### src/rtl/rst_seq_pkg.sv
// Shared types and elaboration helpers for the sequenced reset synchronizer.
// FSM state encoding, clog2 and the phase-counter width helper.
package rst_seq_pkg;

  typedef enum logic [1:0] {
    ST_ASSERT  = 2'd0,
    ST_STRETCH = 2'd1,
    ST_RELEASE = 2'd2,
    ST_RUN     = 2'd3
  } rst_state_e;

  function automatic int clog2(input int v);
    int r;
    r = 0;
    for (int i = 0; i < 31; i++) begin
      if ((1 << i) < v) r = i + 1;
    end
    return r;
  endfunction

  // The counter must hold values up to max(STRETCH_CYC, GAP_CYC).
  function automatic int cnt_width(input int stretch, input int gap);
    int m;
    int w;
    m = (stretch > gap) ? stretch : gap;
    w = clog2(m + 1);
    return (w < 1) ? 1 : w;
  endfunction

endpackage

### src/rtl/rst_sync_core.sv
// NUM_STAGES-deep reset-deassertion synchronizer; all flops clear asynchronously on i_rst.
// o_rst_ok rises on the NUM_STAGES-th clock edge after i_rst falls.
module rst_sync_core #(
  parameter int NUM_STAGES = 2
) (
  input  logic i_clk,
  input  logic i_rst,
  output logic o_rst_ok
);

  logic [NUM_STAGES-1:0] r_chain;

  always_ff @(posedge i_clk or posedge i_rst) begin
    if (i_rst) r_chain <= '0;
    else       r_chain <= {r_chain[NUM_STAGES-2:0], 1'b1};
  end

  assign o_rst_ok = r_chain[NUM_STAGES-1];

endmodule

### src/rtl/rst_seq_sync.sv
// Reset synchronizer with stretch and ordered, gapped release of NUM_CH active-low channel resets.
// Optional soft-reset request port enabled by defining RST_SEQ_SW_REQ_EN.
module rst_seq_sync
  import rst_seq_pkg::*;
#(
  parameter int NUM_STAGES  = 2,
  parameter int NUM_CH      = 4,
  parameter int STRETCH_CYC = 8,
  parameter int GAP_CYC     = 4
) (
  input  logic              CLK,
  input  logic              RST,
`ifdef RST_SEQ_SW_REQ_EN
  input  logic              SW_RST_REQ,
`endif
  output logic [NUM_CH-1:0] SYNC_RST,
  output logic              RST_DONE
);

  localparam int CW = cnt_width(STRETCH_CYC, GAP_CYC);
  localparam int IW = (NUM_CH > 1) ? clog2(NUM_CH) : 1;
  localparam logic [CW-1:0] ST_LAST  = CW'(STRETCH_CYC - 1);
  localparam logic [CW-1:0] GAP_LAST = CW'(GAP_CYC - 1);
  localparam logic [IW-1:0] IDX_LAST = IW'(NUM_CH - 1);

  logic              w_rst_ok;
  logic              w_sw_req;
  logic              w_first_rel;
  rst_state_e        r_state;
  logic [CW-1:0]     r_cnt;
  logic [IW-1:0]     r_idx;
  logic [NUM_CH-1:0] r_sync;
  logic              r_done;
  logic              r_hold;

  rst_sync_core #(
    .NUM_STAGES (NUM_STAGES)
  ) u_sync (
    .i_clk    (CLK),
    .i_rst    (RST),
    .o_rst_ok (w_rst_ok)
  );

`ifdef RST_SEQ_SW_REQ_EN
  assign w_sw_req = SW_RST_REQ;
`else
  assign w_sw_req = 1'b0;
`endif

  // Channel 0 releases on the edge that completes the stretch; the ASSERT exit
  // edge already counts as the first stretch edge.
  assign w_first_rel = ((r_state == ST_ASSERT) && w_rst_ok && (STRETCH_CYC == 1)) ||
                       ((r_state == ST_STRETCH) && (r_cnt == ST_LAST));

  always_ff @(posedge CLK or posedge RST) begin
    if (RST) begin
      r_state <= ST_ASSERT;
      r_cnt   <= '0;
      r_idx   <= '0;
      r_sync  <= '0;
      r_done  <= 1'b0;
      r_hold  <= 1'b0;
    end else if ((r_state != ST_ASSERT) && w_sw_req) begin
      r_state <= ST_STRETCH;
      r_cnt   <= '0;
      r_idx   <= '0;
      r_sync  <= '0;
      r_done  <= 1'b0;
      r_hold  <= 1'b1;
    end else if (r_hold) begin
      // First edge after the soft request drops does not count toward the stretch.
      r_hold <= 1'b0;
    end else if (w_first_rel) begin
      r_sync <= NUM_CH'(1);
      r_cnt  <= '0;
      if (NUM_CH == 1) begin
        r_state <= ST_RUN;
        r_done  <= 1'b1;
      end else begin
        r_state <= ST_RELEASE;
        r_idx   <= IW'(1);
      end
    end else begin
      case (r_state)
        ST_ASSERT: begin
          if (w_rst_ok) begin
            r_state <= ST_STRETCH;
            r_cnt   <= CW'(1);
          end
        end
        ST_STRETCH: r_cnt <= r_cnt + 1'b1;
        ST_RELEASE: begin
          if (r_cnt == GAP_LAST) begin
            r_sync <= (r_sync << 1) | NUM_CH'(1);
            r_cnt  <= '0;
            if (r_idx == IDX_LAST) begin
              r_state <= ST_RUN;
              r_done  <= 1'b1;
            end else begin
              r_idx <= r_idx + 1'b1;
            end
          end else begin
            r_cnt <= r_cnt + 1'b1;
          end
        end
        default: ;
      endcase
    end
  end

  assign SYNC_RST = r_sync;
  assign RST_DONE = r_done;

endmodule
### config.mk
export PLATFORM = sky130hd
export DESIGN_NAME = rst_seq_sync
export DESIGN_NICKNAME = d
export VERILOG_FILES = /design/src/rtl/rst_seq_pkg.sv /design/src/rtl/rst_sync_core.sv /design/src/rtl/rst_seq_sync.sv
export SDC_FILE = /design/constraint.sdc
export NUM_CORES = 1
export LEC_CHECK = 0
export CAP_MARGIN = 5
export CORE_MARGIN = 2
export CORE_UTILIZATION = 25
export DETAILED_ROUTE_END_ITERATION = 10
export PLACE_DENSITY = 0.38
export SYNTH_ARGS = -nofsm -noshare
export SYNTH_HDL_FRONTEND = slang
export SYNTH_HIERARCHICAL = 1
export SYNTH_SLANG_ARGS = --single-unit
### constraint.sdc
create_clock -name CLK -period 2.2 [get_ports CLK]
set_clock_uncertainty 0.15 [all_clocks]
set_input_delay 0.44 -clock CLK [delete_from_list [all_inputs] [get_ports CLK]]
set_output_delay 0.44 -clock CLK [all_outputs]
set_load 0.01 [all_outputs]
## Yosys cells after proc, flatten, opt, wreduce, memory -nomap -nowiden

Index checks and enable logic that the tools add are counted.

- Bits in registers: 15
- Latch bits: 0
- Memory bits (writable): 0
- ROM bits: 0
- Bits of input ports: 2
- Output and inout port bits: 5
- Word-level logic and storage cells: 45
- Memories: 0

- $add $sub $neg: 2
- Multipliers: 0
- Divide/modulo/power cells: 0
- Magnitude comparators: 0
- Eq/ne operators: 9
- Shift-type cells: 0
- Multiplexer cells: 16
- Bitwise logic cells: 1
- Reductions and logical operators: 11

Operators with widths:

| operator | count |
|---|---|
| 2-to-1 mux 4 bit | 6 |
| 2-to-1 mux 2 bit | 8 |
| one-hot mux 4 bit (3 select lines) | 1 |
| AND reduction 4 bit | 2 |
| != test 3 bit, second input constant | 2 |
| adder 4 x 1 -> 4 bit, second input constant | 1 |
| == test 2 bit, second input constant | 2 |
| == test 4 x 2 -> 1 bit, second input constant | 1 |
| == test 4 x 3 -> 1 bit, second input constant | 1 |
| one-hot mux 2 bit (2 select lines) | 1 |
| AND reduction 2 bit | 2 |
| nonzero test 2 bit | 2 |
| nonzero test 4 bit | 1 |
| != test 3 x 2 -> 1 bit, second input constant | 1 |
| AND reduction 3 bit | 1 |
| nonzero test 3 bit | 1 |
| adder 2 x 1 -> 2 bit, second input constant | 1 |
| == test 2 x 1 -> 1 bit, second input constant | 1 |
| zero test 2 bit | 1 |
| != test 2 bit, second input constant | 1 |
| logical AND 1 bit | 1 |
| NOT 1 bit | 1 |

## Logic depth before layout (Yosys ltp)

Gate-level depths: netlist of run 1.

- Depth in word-level cells: 5
- Depth in mapped cells: 7
- Depth with buffers taken out: 6

## By module

The synthesis of run 1 kept the hierarchy.

Modules (own cells, without submodules):

| module | times used | cells each | area an instance (um^2) | seq. area each (um^2) |
|---|---|---|---|---|
| rst_seq_sync | 1 | 74 | 709.4 | 325.3 |
| rst_sync_core | 1 | 4 | 57.6 | 50.0 |

## Worst setup path before layout of run 1

OpenSTA, ideal clock, no wires.

- Path type: flip-flop to flip-flop
- Start: register r_cnt[0]
- End: register r_cnt[0]
- Library setup time: 0.122 ns
- Arrival time: 1.351 ns
- Data required time: 1.928 ns
- Setup slack: 0.577 ns
- Stages on the path, launching flop included: 6
- Path buffers: 0
- Clock period less this slack: 1.623 ns
- Cells stage by stage: dfrtp_1 -> ha_1 -> or3b_1 -> a21oi_1 -> o21ai_1 -> a32o_1

- Longest elaborated chain between the ends: 4
- Elaborated cells between the ends (all ways): 10
- Classes of those cells: add/sub: 1; eq/ne: 3; mux: 3; reduce/logical: 3

Ends and longest elaborated chain:

| item | RTL line | text |
|---|---|---|
| start, declared | rst_seq_sync.sv:30 | `logic [CW-1:0] r_cnt;` |
| start signal, assigned | rst_seq_sync.sv:91 | `ST_STRETCH: r_cnt <= r_cnt + 1'b1;` |
| start signal, assigned | rst_seq_sync.sv:103 | `r_cnt <= r_cnt + 1'b1;` |
| adder 4 x 1 -> 4 bit, or another cell as far along | rst_seq_sync.sv:91, rst_seq_sync.sv:103 |  |
| 2-to-1 mux 4 bit / logical AND 1 bit (equally long branches) | rst_seq_sync.sv:93, rst_seq_sync.sv:53 |  |
| one-hot mux 4 bit (3 select lines), or another cell as far along | rst_seq_sync.sv:84 | `case (r_state)` |
| 2-to-1 mux 4 bit / AND reduction 2 bit (equally long branches) | n/a |  |

Several ways; a longest one is shown, not always the timed one.
A chain may end at the register's enable or synchronous reset.

## Worst setup path after layout of run 1

- Start: register r_sync[0] (netlist: SYNC_RST[0])
- End: output port SYNC_RST[0]

RTL lines:

| item | RTL line | text |
|---|---|---|
| start, declared | rst_seq_sync.sv:32 | `logic [NUM_CH-1:0] r_sync;` |
| start signal, assigned | rst_seq_sync.sv:94 | `r_sync <= (r_sync << 1) \| NUM_CH'(1);` |
| end, declared | rst_seq_sync.sv:16 | `output logic [NUM_CH-1:0] SYNC_RST,` |

No word-level cell between the ends.

==> results of run 1 <==
-- through the flow --
step | util (%) | hold WS, ns
final | 29.9 | 0.174
after floorplan | - | 0.0312
after global routing | 29.9 | 0.165
after detailed placement | 29.0 | 0.188
after global placement | 29.0 | 0.192
after CTS | 29.9 | 0.164
-- cells in the final DEF, fill, tap and decap left out, types with 2 or more instances in the layout --
master / instances
a21oi_1: 2
clkbuf_4: 3
clkdlybuf4s50_1: 6
dfrtp_1: 15
ha_1: 6
inv_1: 6
nand2_1: 14
nand2b_1: 2
nand3_1: 2
nor2_1: 4
nor2b_1: 2
nor4b_1: 2
o21a_1: 2
o21ai_0: 7
-- power by group through the flow --
stage	Clock [uW]	Combinational, uW	Sequential [uW]
2_1_floorplan	0	312	421
3_3_place_gp	0	427	430
3_5_place_dp	0	421	431
4_1_cts	163	422	426
5_1_grt	179	485	442
6_report	153	416	426
-- cell usage after synthesis --
cell type and n:
o31ai_1 1, dfrtp_1 15, a32o_1 1, nor4b_1 2, a31oi_1 1, nor2b_4 1, buf_2 1, nand3_1 2
buf_4 1, o21ai_1 1, inv_1 6, conb_1 1, nor2b_1 2, nand2_1 14, nand2b_1 2, o21a_1 2
o21ai_0 7, a21o_1 1, ha_1 6, nand4b_1 1, and4bb_2 1, or3b_1 1, a21oi_1 2, nor2_1 4
xnor2_1 1, o221ai_1 1
-- kinds of logic after synthesis --
group	share of synthesized area, %
compound gates	13.7
xor+xnor	1.14
other cells	0.489
flops	48.9
simple gates	21.4
fa+ha+maj	9.79
buf+inv	4.57
-- final timing paths --
| path | from | endpoint | slack, ns | cells past startpoint |
|---|---|---|---|---|
| worst max register to register | r_cnt[0] | r_cnt[0] | 0.45 | 5 |
| max in group asynchronous | RST | r_cnt[0] | 1.18 | 2 |
| worst max-delay path | SYNC_RST[0] | SYNC_RST[0] | 0.41 | 1 |
| worst min-delay path | RST | u_sync/r_chain[1] | 0.17 | 2 |
| min in group CLK | u_sync/r_chain[0] | u_sync/r_chain[1] | 0.21 | 0 |
| worst min register to register | u_sync/r_chain[0] | u_sync/r_chain[1] | 0.21 | 0 |
-- flip-flops by register name, indices dropped and copies added (netlist names) --
name and cells:
RST_DONE 1, SYNC_RST 4, r_cnt 4, r_idx 2, r_state 2, u_sync/r_chain 2
-- final cells by class --
cell class | instances | share of cell area, %
Sequential cell | 15 | 42.2
Multi-Input combinational cell | 55 | 40.1
Timing Repair Buffer | 7 | 7.59
Tap cell | 33 | 4.64
Clock buffer | 4 | 2.95
Inverter | 6 | 2.53
-- per-layer routing --
layer	GRT usage, %	wire length, um	share of wire [%]	vias to the layer above
met2	16.0	643	46	10
li1	-	-	-	282
met4	8.44	51	3.6	0
met1	13.2	665	47	280
met5	0	0	0	-
met3	2.40	43	3.1	6
==> out/metrics.csv, run 1 <==
metric;value;unit
outcome;complete, no violations;
fin_area;890;um2
overflow;0;
dpl_worst_slack;0.465;ns
setup_viol;0;
fillerInstances;328;
dpl_cell_area;863;um2
synth_seq_cells;15;
cap_violations;0;
wl_per_cell;11.7;um
synth_cells;78;
antenna_found_initial;0;
arrival;1.20;ns
crit_type;reg2out;
die_h;59.4;um
port_buffers;6;
clock_path_buffers;2;
h-tree-depth;1;
path_cells;clkdlybuf4s50_1;
drc;0;
cpPeakStageDelay;0.54;ns
combPwrFrac;41.8;%
hold_class;in2async;
dpl.hpwl;1.03;mm
internal_power;622;uW
grt_pass1_wl;2.75;mm
power_leakage;0.000413;uW
vias;578;
wl;1.40;mm
drt-pass1-iter-count;3;
powerDensity;1120;mW/mm2
layout.area.seq;375;um2
p_sw;373;uW
clkSinkCount;15;
cts_tree;done;
layout_setup_ws;0.413;ns
dp.cells;116;
start_kind;flop;
critPathCaptureType;output pin;
first_iter_violations;8;
synthTopCellsByArea;dfrtp_1 (49%), ha_1 (9.8%), nand2_1 (6.9%), o21ai_0 (4.6%), inv_1 (2.9%);
gr-usage-all-layers;10.7;%
cp_max_fo;3;
pwr-share-seq;42.8;%
pwr-share-clk;15.4;%
drive_gt1_share;6.90;%
irDropWorstVdd;420;uV
ys_seq_area_share;48.9;%
grt_max_degree;14;
tightest_slew;0.520;ns
cts_setup_buffers;0;
relSlewSlack;65.3;%
final_cells;120;
grt_pass1_vias;637;
final_max_slew_viol_count;0;
ys_warn_count;6;
cp.required;1.61;ns
dieArea;0.00353;mm2
synth_top_area_share;48.9;%
multi_input_area;357;um2
finalHoldViolCount;0;
rows;20;
syn_to_final_growth;16.0;%
critical-path-top-delay-family;buffers and inverters;
core_area;0.00298;mm2
vias_per_cell;4.82;
synth_largest_area_cell;dfrtp_1;
fin_tns_setup;0;ns
detail-route-antenna-nets;0;
rsz0062_at_grt;false;
cts_hold_buffers;0;
gp_congestion;0.796;
finalNetCount;96;
p_sw_share;37.5;%
fmax;560;MHz
power.total;995;uW
clockRootBuffer;clkbuf_4;
die_w;59.4;um
period_share;81.2;%
netlist_area;767;um2
cts_resized;0;
slowest_stage;clkdlybuf4s50_1;
n_antenna_cell;0;
syn-num-nets;86;
worstPathBufferInverterCount;1;
fin_crit;1.79;ns
pin_count;7;
cts_buffers;3;
clock_latency;0.28;ns
initial_core_util;25.8;%
clk_pin_slew;0.09;ns
ys_types;26;
syn_area_per_cell;9.83;um2
Note: power is estimated with default switching activity, not from simulation.
==> run 2: changes to the inputs <==
- clock period: 2.2 -> 1.7 ns (I/O delays scaled with it)
==> run 2 against run 1 <==
Hold slack worse by 0.087 ns. Sequential power is 32% higher. First-iteration DRC count is 38% lower.
==> out/metrics.csv, run 2 (same netlist as run 1, synthesis figures left out) <==
metric;value;unit;change
clock_path_buffers;2;;unchanged
combPwrFrac;50.4;%;+8.6 points
finalNetCount;104;;+8.3%
pin_count;7;;unchanged
n_antenna_cell;0;;unchanged
rows;20;;unchanged
rsz0062_at_grt;true;;
h-tree-depth;1;;unchanged
vias;592;;+2.4%
multi_input_area;430;um2;+21%
p_sw;569;uW;+52%
cap_violations;0;;unchanged
dp.cells;122;;+5.2%
cp.required;1.71;ns;+0.10 ns
clock_latency;0.27;ns;about the same
start_kind;flop;;
worstPathBufferInverterCount;2;;+1
cpPeakStageDelay;0.44;ns;-0.10 ns
power_leakage;0.000504;uW;+22%
clkSinkCount;15;;unchanged
arrival;1.63;ns;+0.43 ns
slowest_stage;dfrtp_2;;
cp_max_fo;6;;+3
irDropWorstVdd;583;uV;+39%
cts_tree;done;;
powerDensity;1490;mW/mm2;+33%
cts_buffers;3;;unchanged
grt_pass1_wl;2.61;mm;-5.0%
fin_tns_setup;0;ns;unchanged
crit_type;reg2reg;;
clk_pin_slew;0.08;ns;about the same
die_h;59.4;um;unchanged
critPathCaptureType;flop;;
syn_to_final_growth;34.1;%;
drc;0;;unchanged
gp_congestion;0.810;;+1.7%
gr-usage-all-layers;10.1;%;-0.57 points
drive_gt1_share;26.3;%;+19 points
port_buffers;6;;unchanged
wl_per_cell;11.5;um;-2.0%
finalHoldViolCount;0;;unchanged
fillerInstances;306;;-6.7%
drt-pass1-iter-count;3;;unchanged
final_cell_mix;dfrtp_1 (14), nand2_1 (14), buf_4 (9);;
dpl.hpwl;1.05;mm;+1.8%
p_sw_share;37.2;%;-0.31 points
grt_pass1_vias;596;;-6.4%
die_w;59.4;um;unchanged
pwr-share-clk;12.8;%;-2.6 points
period_share;95.6;%;
cts_hold_buffers;0;;unchanged
fmax;615;MHz;
overflow;0;;unchanged
layout_setup_ws;0.0744;ns;-0.339 ns
clockRootBuffer;clkbuf_4;;
final_cells;128;;+6.7%
critical-path-top-delay-family;flip-flops;;
outcome;complete, no violations;;
internal_power;960;uW;+54%
dpl_worst_slack;-0.0174;ns;-0.482 ns
wl;1.47;mm;+4.6%
antenna_found_initial;0;;unchanged
core_area;0.00298;mm2;unchanged
setup_viol;0;;unchanged
detail-route-antenna-nets;0;;unchanged
first_iter_violations;5;;-3
initial_core_util;25.8;%;unchanged
path_cells;inv_4, ha_4, nor2b_1, buf_4, o21a_1, a31oi_1, o31ai_2;;
vias_per_cell;4.63;;-4.0%
dieArea;0.00353;mm2;unchanged
fin_crit;1.63;ns;
layout.area.seq;377;um2;+0.33%
grt_max_degree;14;;unchanged
final_max_slew_viol_count;0;;unchanged
whs;0.0871;ns;-0.0867 ns
hold_class;in2async;;
pwr-share-seq;36.8;%;-6.0 points
-- run 2: cell types whose count changed in the layout (fill, tap and decap cells not counted), sizes merged --
cell | before | now
buf | 1 | 9
clkdlybuf4s50 | 6 | 1
dlygate4sd2 | 0 | 3
dlymetal6s2s | 0 | 2
-- run 2: layout make-up --
| cell class | instances | share of cell area (%) |
|---|---|---|
| timing repair buffer | 15 | 12.5 |
| multi-input combinational | 55 | 41.8 |
| clock buffer | 4 | 2.55 |
| tap | 33 | 4.01 |
| inverter | 6 | 2.43 |
| sequential | 15 | 36.6 |
-- run 2: worst reg2reg max path, stage by stage, from the launching register on --
cell	delay, ns
dfrtp_2	0.44
inv_4	0.07
ha_4	0.15
nor2b_1	0.12
buf_4	0.15
o21a_1	0.17
a31oi_1	0.18
o31ai_2	0.09
-- run 2: repair_timing --
action | CTS | global route
endpoints found under the setup margin | 4 | 7
hold endpoints to repair | 0 | 0
pin swaps | 0 | 7
setup buffers | 0 | 2
resized for setup | 4 | 17
-- run 2: power by group through the flow --
| stage | sequential (uW) | combinational [uW] | clock, uW |
|---|---|---|---|
| floorplan | 544 | 404 | 0 |
| global placement | 541 | 624 | 0 |
| detailed placement | 543 | 600 | 0 |
| CTS | 536 | 593 | 210 |
| global route | 581 | 876 | 235 |
| finish | 563 | 770 | 196 |
-- run 2: routing by layer --
metal  GRT usage [%]  vias up  share of wire (%)
met5               0        -                  0
met3            1.97        2                2.0
li1                -      298                  -
met4            6.82        0                1.2
met1            12.5      284                 47
met2            15.9        8                 49
-- run 2: metrics by stage --
stage,instance area (um2),total power [uW],util (%)
3_3_place_gp,908,1170,30.5
2_1_floorplan,767,949,-
4_1_cts,933,1340,31.3
5_1_grt,1030,1690,34.5
6_report,1030,1530,34.5
3_5_place_dp,908,1140,30.5
-- run 2: worst paths after layout --
kind / start / to / slack, ns / cells after the start
worst min register to register: u_sync/r_chain[0] / u_sync/r_chain[1] / 0.21 / 0
worst max register to register: r_state[0] / r_cnt[3] / 0.07 / 7
worst min-delay path: RST / u_sync/r_chain[0] / 0.09 / 2
worst max-delay path: r_state[0] / r_cnt[3] / 0.07 / 7
max in group asynchronous: RST / r_state[0] / 0.99 / 3
min in group CLK: u_sync/r_chain[0] / u_sync/r_chain[1] / 0.21 / 0
